### src/rtl/limits_stream_unit.sv
// limits_stream_unit: two-stage stream pipeline (shift/round, then clamp) with a per-frame
// saturation pulse. Defining LIMITS_SAT_COUNT_EN adds a saturating count of clamped channels.
module limits_stream_unit #(
    parameter int IN_W     = 9,
    parameter int OUT_W    = 8,
    parameter int CHANNELS = 2,
    parameter int SHIFT    = 0
) (
    input  logic                      clk,
    input  logic                      rst,
    input  logic [CHANNELS*IN_W-1:0]  s_axis_tdata,
    input  logic                      s_axis_tvalid,
    output logic                      s_axis_tready,
    input  logic                      s_axis_tlast,
    output logic [CHANNELS*OUT_W-1:0] m_axis_tdata,
    output logic                      m_axis_tvalid,
    input  logic                      m_axis_tready,
    output logic                      m_axis_tlast,
    input  logic                      sym_i,
    output logic                      frame_sat_o,
    input  logic                      sat_clr_i,
    output logic [15:0]               sat_count_o
);
    localparam int RW    = IN_W + 1;
    localparam int MAX_I = (1 << (OUT_W - 1)) - 1;
    localparam logic signed [RW-1:0] MAX_V    = RW'(MAX_I);
    localparam logic signed [RW-1:0] MIN_ASYM = RW'(-MAX_I - 1);
    localparam logic signed [RW-1:0] MIN_SYM  = RW'(-MAX_I);

    logic                      en;
    logic                      m_fire;
    logic                      s1_valid_q;
    logic                      s1_last_q;
    logic [CHANNELS*RW-1:0]    s1_data_q;
    logic [CHANNELS*RW-1:0]    s1_data_d;
    logic [CHANNELS*OUT_W-1:0] s2_data_d;
    logic [CHANNELS-1:0]       s2_sat;
    logic signed [RW-1:0]      min_v;
    logic                      m_sat_q;
    logic                      frame_flag_q;

    assign en            = !m_axis_tvalid || m_axis_tready;
    assign s_axis_tready = en;
    assign m_fire        = m_axis_tvalid && m_axis_tready;
    assign min_v         = sym_i ? MIN_SYM : MIN_ASYM;

    for (genvar k = 0; k < CHANNELS; k++) begin : g_ch
        logic signed [RW-1:0] x_ext;
        logic signed [RW-1:0] r;
        logic signed [RW-1:0] r1;
        logic [OUT_W-1:0]     y;
        logic                 sat;

        assign x_ext = {s_axis_tdata[k*IN_W+IN_W-1], s_axis_tdata[k*IN_W +: IN_W]};

        if (SHIFT > 0) begin : g_rnd
            localparam logic signed [RW-1:0] HALF = RW'(2 ** (SHIFT - 1));
            logic signed [RW-1:0] sum;
            // One extra bit of headroom keeps the half-LSB add from overflowing.
            assign sum = x_ext + HALF;
            assign r   = sum >>> SHIFT;
        end else begin : g_nornd
            assign r = x_ext;
        end
        assign s1_data_d[k*RW +: RW] = r;

        assign r1 = s1_data_q[k*RW +: RW];
        always_comb begin
            sat = 1'b0;
            y   = r1[OUT_W-1:0];
            if (r1 > MAX_V) begin
                sat = 1'b1;
                y   = MAX_V[OUT_W-1:0];
            end else if (r1 < min_v) begin
                sat = 1'b1;
                y   = min_v[OUT_W-1:0];
            end
        end
        assign s2_data_d[k*OUT_W +: OUT_W] = y;
        assign s2_sat[k]                   = sat;
    end

    always_ff @(posedge clk) begin
        if (rst) begin
            s1_valid_q    <= 1'b0;
            s1_last_q     <= 1'b0;
            s1_data_q     <= '0;
            m_axis_tvalid <= 1'b0;
            m_axis_tlast  <= 1'b0;
            m_axis_tdata  <= '0;
            m_sat_q       <= 1'b0;
        end else if (en) begin
            s1_valid_q    <= s_axis_tvalid;
            s1_last_q     <= s_axis_tlast;
            s1_data_q     <= s1_data_d;
            m_axis_tvalid <= s1_valid_q;
            m_axis_tlast  <= s1_last_q;
            m_axis_tdata  <= s2_data_d;
            m_sat_q       <= s1_valid_q && (|s2_sat);
        end
    end

    // The flag accumulates over handshaked beats; the tlast beat counts toward its own frame.
    always_ff @(posedge clk) begin
        if (rst) begin
            frame_flag_q <= 1'b0;
            frame_sat_o  <= 1'b0;
        end else begin
            frame_sat_o <= m_fire && m_axis_tlast && (frame_flag_q || m_sat_q);
            if (m_fire) begin
                frame_flag_q <= m_axis_tlast ? 1'b0 : (frame_flag_q || m_sat_q);
            end
        end
    end

`ifdef LIMITS_SAT_COUNT_EN
    localparam int CW = $clog2(CHANNELS + 1);

    logic [CW-1:0] beat_sat_n;
    logic [15:0]   sat_count_q;
    logic [16:0]   count_sum;

    always_comb begin
        beat_sat_n = '0;
        for (int k = 0; k < CHANNELS; k++) begin
            beat_sat_n = beat_sat_n + CW'(s2_sat[k]);
        end
    end

    assign count_sum = {1'b0, sat_count_q} + 17'(beat_sat_n);

    always_ff @(posedge clk) begin
        if (rst || sat_clr_i) begin
            sat_count_q <= 16'h0;
        end else if (en && s1_valid_q) begin
            sat_count_q <= count_sum[16] ? 16'hFFFF : count_sum[15:0];
        end
    end

    assign sat_count_o = sat_count_q;
`else
    logic unused_sat_clr;

    assign unused_sat_clr = sat_clr_i;
    assign sat_count_o    = 16'h0;
`endif

endmodule

### config.mk
export PLATFORM = sky130hd
export DESIGN_NAME = limits_stream_unit
export DESIGN_NICKNAME = d
export VERILOG_FILES = /design/src/rtl/limits_stream_unit.sv
export SDC_FILE = /design/constraint.sdc
export NUM_CORES = 1
export LEC_CHECK = 0
export CORE_UTILIZATION = 48
export CTS_CLUSTER_SIZE = 24
export DETAILED_ROUTE_END_ITERATION = 6
export GPL_TIMING_DRIVEN = 0
export PLACE_DENSITY = 0.85
export SYNTH_ARGS = -nofsm -noshare
export SYNTH_HDL_FRONTEND = slang
export SYNTH_SLANG_ARGS = --single-unit
### constraint.sdc
create_clock -name clk -period 4.12 [get_ports clk]
set_clock_uncertainty 0.15 [all_clocks]
set_input_delay 0.618 -clock clk [delete_from_list [all_inputs] [get_ports clk]]
set_output_delay 0.618 -clock clk [all_outputs]
set_load 0.05 [all_outputs]
==> metrics.cfg, run 1 <==
[worst_hold_path]
min-delay-start = m_axis_tdata[7]$_SDFFE_PP0P_
hold_path_class = reg -> reg

[timing]
setup_ws_ps = 801.5
fmax_ghz = 0.3013
hold_viol = 0
setup-tns-final_ps = 0
worst_slew_pin_slew_ps = 535.3
setup_viol = 0
rsz0062_at_grt = no
slew_headroom = 0.6431
period_share = 0.8055
finalCriticalPeriod_ps = 3319
slew_viol_final = 0

[final_layout]
area_delta_synth_final_pct = 33.86
antenna_cells = 0
multi_input_area_um2 = 758.2
fin_nets = 308
drive_gt1_frac = 0.1268
fillerInstances = 304
layout.cells.non_filler = 330
seq_area_um2 = 820.8

[drt]
drt_iter0_drc = 37
ant_nets = 0
routed_wl_mm = 3.779
vias = 1613
wl_per_cell_um = 11.45
vias_per_cell = 4.888
drc_errors = 0
firstDrtPassIters = 4

[pwr]
p_int_w = 0.0005682
p_seq_frac = 0.522
power_switching_w = 0.0002813
clkPwrFrac = 0.228
combPwrFrac = 0.251
ir_drop_mv = 0.2256
power_density_nw_per_um2 = 367.0
switching_share = 0.3311
p_leak_nw = 0.9780

[placement]
hpwl_mm = 2.815
io_buffers = 42
dp_slack_ps = 819.3
dpl.cell_count = 322
place.gp.congestion = 0.7910

[grt]
grt_pass1_vias = 1473
grt_use_total = 0.2268
grt_max_degree = 13
antenna_found_initial = 0
grt_pass1_wl_mm = 6.210
grt.overflow.total = 0

[die]
initial_core_util = 0.5102
fp.dieW_um = 62.02
num_rows = 21
chipHeight_um = 62.02
ios = 61
coreArea_um2 = 3390
die-area_um2 = 3846

[worst_setup_path]
max_stage_delay_ps = 840
crit_end = s_axis_tready
r2r_slack_ps = 2670
cp_slowest_cell = clkdlybuf4s50_1
critical_path_buf_inv_count = 5
crit_start = m_axis_tready
cp.depth = 6
crit_chain = clkdlybuf4s50_1 -> nor2b_1 -> buf_2 -> inv_2 -> buf_2 -> clkdlybuf4s50_1
r2r-start = m_axis_tvalid$_SDFFE_PP0P_
cp_max_fo = 10
rr_endpoint = m_axis_tdata[15]$_SDFFE_PP0P_
crit_arrival_ps = 2550
path_delay_family = buffers and inverters
end_kind = output pin
critPathKind = in -> out
start_kind = input port
reg2reg_depth = 6
cp.required_ps = 3350

[clocking]
clkTransAtPathRegs_ps = 110
clkLatencyLatePin_ps = 350
numCtsBuffers = 5
cts_tree = done
post-cts-setup-buffers = 0
clk_path_buf_depth = 2
root_buffer = clkbuf_4
numClockSinks = 41
cts_hold_buf = 0
cts_repair_resize_count = 0
htreeDepth = 2

[synth]
yosys.cell_types.count = 28
ys_seq_area_frac = 0.4747
async_flop_share = 0
syn_area_um2 = 1729
synth_warnings = 0
avgSynthCellArea_um2 = 7.896
synth.top_cell.area_share = 0.4747
synth_cells = 219
synth_common_cells = nand2_1, dfxtp_1, a21oi_1
synth_edf_count = 0
ys_top_cells_by_area = dfxtp_1, nand2_1, a21oi_1
yosysMostFrequentCell = nand2_1
synth_top_cell_by_area = dfxtp_1
synthFlopType = dfxtp_1
ys_ff_latch = 41

[run_status]
status = completed

[job]
cap_viol_max_count = 0

worst min path at each step:
| stage | endpoint | slack, ps | cells past startpoint |
|---|---|---|---|
| floorplan | s1_last_q$_SDFFE_PP0P_ | 280 | 2 |
| global placement | m_axis_tdata[15]$_SDFFE_PP0P_ | 290 | 2 |
| detailed placement | m_axis_tdata[7]$_SDFFE_PP0P_ | 300 | 2 |
| CTS | m_axis_tdata[7]$_SDFFE_PP0P_ | 320 | 2 |
| global route | s1_valid_q$_SDFFE_PP0P_ | 350 | 2 |
| finish | m_axis_tdata[7]$_SDFFE_PP0P_ | 320 | 2 |
routing by layer:
layer  wire length, um  part of all wire  global-route usage
met1              1666              0.44              0.2719
met2              1819              0.48              0.3647
met3               209             0.055             0.07660
met4                83             0.022              0.1079
met5                 0                 0                   0
flip-flops by register name, summed over array words and instances, names as in the netlist:
| register | flops |
|---|---|
| s1_valid_q | 1 |
| s1_last_q | 1 |
| frame_flag_q | 1 |
| m_axis_tlast | 1 |
| frame_sat_o | 1 |
| m_axis_tvalid | 1 |
| s1_data_q | 18 |
| m_axis_tdata | 16 |
| m_sat_q | 1 |
final cells by class:
type	instances	share of cell area
Clock inverter	2	0.004324
Timing Repair Buffer	42	0.1816
Multi-Input combinational cell	159	0.3276
Tap cell	46	0.02486
Inverter	3	0.004865
Buffer	31	0.08432
Clock buffer	6	0.01784
Sequential cell	41	0.3546
per-stage QoR:
step	total power [W]	area (um2)	hold WS (ps)	util
4_1_cts	0.0008539	2315	320.1	0.6829
5_1_grt	0.0008963	2315	350.6	0.6829
3_5_place_dp	0.0006652	2263	299.5	0.6678
2_1_floorplan	0.0005995	1785	282.1	-
3_3_place_gp	0.0006616	2263	289.1	0.6678
6_report	0.0008495	2315	320.7	0.6829
layout by cell type, fill, tap and decap left out, drive strengths merged:
| cell | instances |
|---|---|
| nand2 | 50 |
| clkdlybuf4s50 | 42 |
| dfxtp | 41 |
| a21oi | 35 |
| buf | 24 |
| nor2 | 21 |
| conb | 16 |
| clkbuf | 13 |
| nor3 | 9 |
| o21ai | 7 |
| a211oi | 5 |
| inv | 3 |
| nor4 | 3 |
| xor2 | 2 |
| a311oi | 2 |
| clkinv | 2 |
| nor2b | 1 |
| o22ai | 1 |
| nand4 | 1 |
| o211ai | 1 |
| o221a | 1 |
| nand3 | 1 |
| a31oi | 1 |
| maj3 | 1 |
| o31a | 1 |
cell families after synthesis:
| kind of cell | after synthesis | share of synthesized area |
|---|---|---|
| xor gates and xnor gates | 2 | 0.01013 |
| and+or+nand+nor | 86 | 0.2084 |
| AOI/OAI and AO/OA | 54 | 0.1787 |
| DFF | 41 | 0.4747 |
| adders and majority gates | 1 | 0.006512 |
| buffers and inverters | 34 | 0.1194 |
| other | 1 | 0.002169 |
power by group through the flow:
stage | Sequential, W | Clock, W | Combinational, W
2_1_floorplan | 0.000496 | 0 | 0.000104
3_3_place_gp | 0.000451 | 0 | 0.000211
3_5_place_dp | 0.000452 | 0 | 0.000213
4_1_cts | 0.000443 | 0.000197 | 0.000214
5_1_grt | 0.000447 | 0.000218 | 0.000231
6_report | 0.000443 | 0.000193 | 0.000213
worst min-delay path, stage by stage, from the launching register on:
cell,delay [ps]
dfxtp_1,330
nand2_1,50
a21oi_1,50
Note: power is estimated with default switching activity, not from simulation.
==> inputs of run 2 (changes only) <==
--- a/config.mk
+++ b/config.mk
@@ -5,11 +5,11 @@
 export SDC_FILE = /design/constraint.sdc
 export NUM_CORES = 1
 export LEC_CHECK = 0
-export CORE_UTILIZATION = 48
+export CORE_UTILIZATION = 44
 export CTS_CLUSTER_SIZE = 24
 export DETAILED_ROUTE_END_ITERATION = 6
 export GPL_TIMING_DRIVEN = 0
-export PLACE_DENSITY = 0.85
+export PLACE_DENSITY = 0.79
 export SYNTH_ARGS = -nofsm -noshare
 export SYNTH_HDL_FRONTEND = slang
 export SYNTH_SLANG_ARGS = --single-unit
==> constraint.sdc (replaced) <==
create_clock -name clk -period 3.31 [get_ports clk]
set_clock_uncertainty 0.15 [all_clocks]
set_input_delay 0.4965 -clock clk [delete_from_list [all_inputs] [get_ports clk]]
set_output_delay 0.4965 -clock clk [all_outputs]
set_load 0.05 [all_outputs]
==> run 2 against run 1 <==
Sequential share of layout area is 0.47 points lower. Register-to-register slack worse by 840 ps. First-iteration DRC count is 68% higher. Power is 32% higher. Die area is 8.8% higher. Largest power group unchanged. Critical path type unchanged. Highest routed layer unchanged.
==> metrics.cfg, run 2 (synthesis results as in run 1) <==
[timing]
setup_viol = 0
finalCriticalPeriod_ps = 3071
fmax_ghz = 0.3256
rsz0062_at_grt = no
setup-tns-final_ps = 0
slew_headroom = 0.6555
period_share = 0.9279
worst_slew_pin_slew_ps = 516.8
hold_viol = 0
slew_viol_final = 0

[clocking]
clkTransAtPathRegs_ps = 70
clk_path_buf_depth = 2
cts_hold_buf = 0
root_buffer = clkbuf_8
numClockSinks = 41
cts_repair_resize_count = 0
cts_tree = done
numCtsBuffers = 5
clkLatencyLatePin_ps = 280
post-cts-setup-buffers = 0
htreeDepth = 2

[run_status]
status = completed

[drt]
routed_wl_mm = 3.768
wl_per_cell_um = 11.35
ant_nets = 0
drt_iter0_drc = 62
vias = 1595
firstDrtPassIters = 4
vias_per_cell = 4.804
drc_errors = 0

[placement]
placed_cell_area_um2 = 2266
place.gp.congestion = 0.8315
hpwl_mm = 2.752
dpl.cell_count = 324
io_buffers = 42

[final_layout]
top_register = s1_data_q
drive_gt1_frac = 0.1197
largestRegisters = s1_data_q (18), m_axis_tdata (16)
design_area_um2 = 2346
fin_nets = 308
mostFrequentLayoutCells = nand2_1, clkdlybuf4s50_1, dfxtp_1, a21oi_1, nor2_1
antenna_cells = 0
area_delta_synth_final_pct = 35.67
fillerInstances = 350
final_common_cell = nand2_1
fin_util = 0.6313
largest_reg_flops = 18
layout.cells.non_filler = 332

[die]
die-area_um2 = 4185
chipHeight_um = 64.69
fp.dieW_um = 64.69
coreArea_um2 = 3716
ios = 61
initial_core_util = 0.4653
num_rows = 22

[pwr]
power_density_nw_per_um2 = 476.8
ir_drop_mv = 0.2804
p_leak_nw = 0.9855

[worst_setup_path]
cp.required_ps = 2660
crit_arrival_ps = 2420
reg2reg_depth = 4
crit_chain = clkdlybuf4s50_1 -> nor2b_1 -> buf_2 -> inv_2 -> buf_2 -> clkdlybuf4s50_1
cp.depth = 6
critical_path_buf_inv_count = 5
cp_slowest_cell = clkdlybuf4s50_1
start_kind = input port
max_stage_delay_ps = 830
path_delay_family = buffers and inverters
end_kind = output pin
cp_max_fo = 10
critPathKind = in -> out

[grt]
grtUsageMet1 = 0.2373
grt.met2_usage = 0.3250
grt_pass1_vias = 1412
met3_usage = 0.05458
antenna_found_initial = 0
grt_pass1_wl_mm = 6.196
grt.overflow.total = 0
busiest_layer = met2
grt_use_total = 0.1949
grt_max_degree = 12

[worst_hold_path]
hold_path_class = reg -> reg
whs_path_depth = 2

[job]
cap_viol_max_count = 0

==> run 2: worst reg2reg max path, stage by stage, from the launching register on <==
cell and delay (ps):
dfxtp_1 350, nor4_2 280, nand4_1 180, o221a_1 300
nor4_2 140
==> run 2: layer usage <==
layer / vias up / wire length, um
li1: 827 / -
met1: 701 / 1683
met2: 60 / 1783
met3: 7 / 241
met4: 0 / 59
met5: - / 0
==> run 2: per-stage QoR <==
| step | hold WS (ps) | power (W) | worst slack, ps |
|---|---|---|---|
| final | 308.0 | 0.001119 | 238.7 |
| after global routing | 333.2 | 0.001171 | 182.8 |
| after CTS | 311.8 | 0.001124 | 238.2 |
| after detailed placement | 302.2 | 0.0008279 | 248.2 |
| after global placement | 291.6 | 0.0008239 | 263.6 |
| after floorplan | 282.1 | 0.0007462 | 1398 |
==> run 2: path summary, 6_finish.rpt <==
| path | startpoint | to | slack, ps |
|---|---|---|---|
| max | m_axis_tready | s_axis_tready | 240 |
| min | s1_valid_q$_SDFFE_PP0P_ | s1_valid_q$_SDFFE_PP0P_ | 310 |
| max reg2reg | s1_data_q[1]$_SDFFE_PP0P_ | m_sat_q$_SDFFE_PP0P_ | 1830 |
| min reg2reg | s1_valid_q$_SDFFE_PP0P_ | s1_valid_q$_SDFFE_PP0P_ | 310 |
==> run 2: area by class of cell <==
class / count / area (um2) / area share
Multi-Input combinational cell: 159 / 758.2 / 0.3232
Sequential cell: 41 / 820.8 / 0.3499
Inverter: 3 / 11.26 / 0.004800
Clock buffer: 8 / 80.08 / 0.03413
Timing Repair Buffer: 42 / 420.4 / 0.1792
Tap cell: 48 / 60.06 / 0.02560
Buffer: 31 / 195.2 / 0.08320
==> run 2: power by group <==
group	total, W	switching (W)	internal, W
sequential	0.000553	0.0000258	0.000527
combinational	0.000266	0.000166	0.0000997
clock	0.000300	0.000151	0.000150
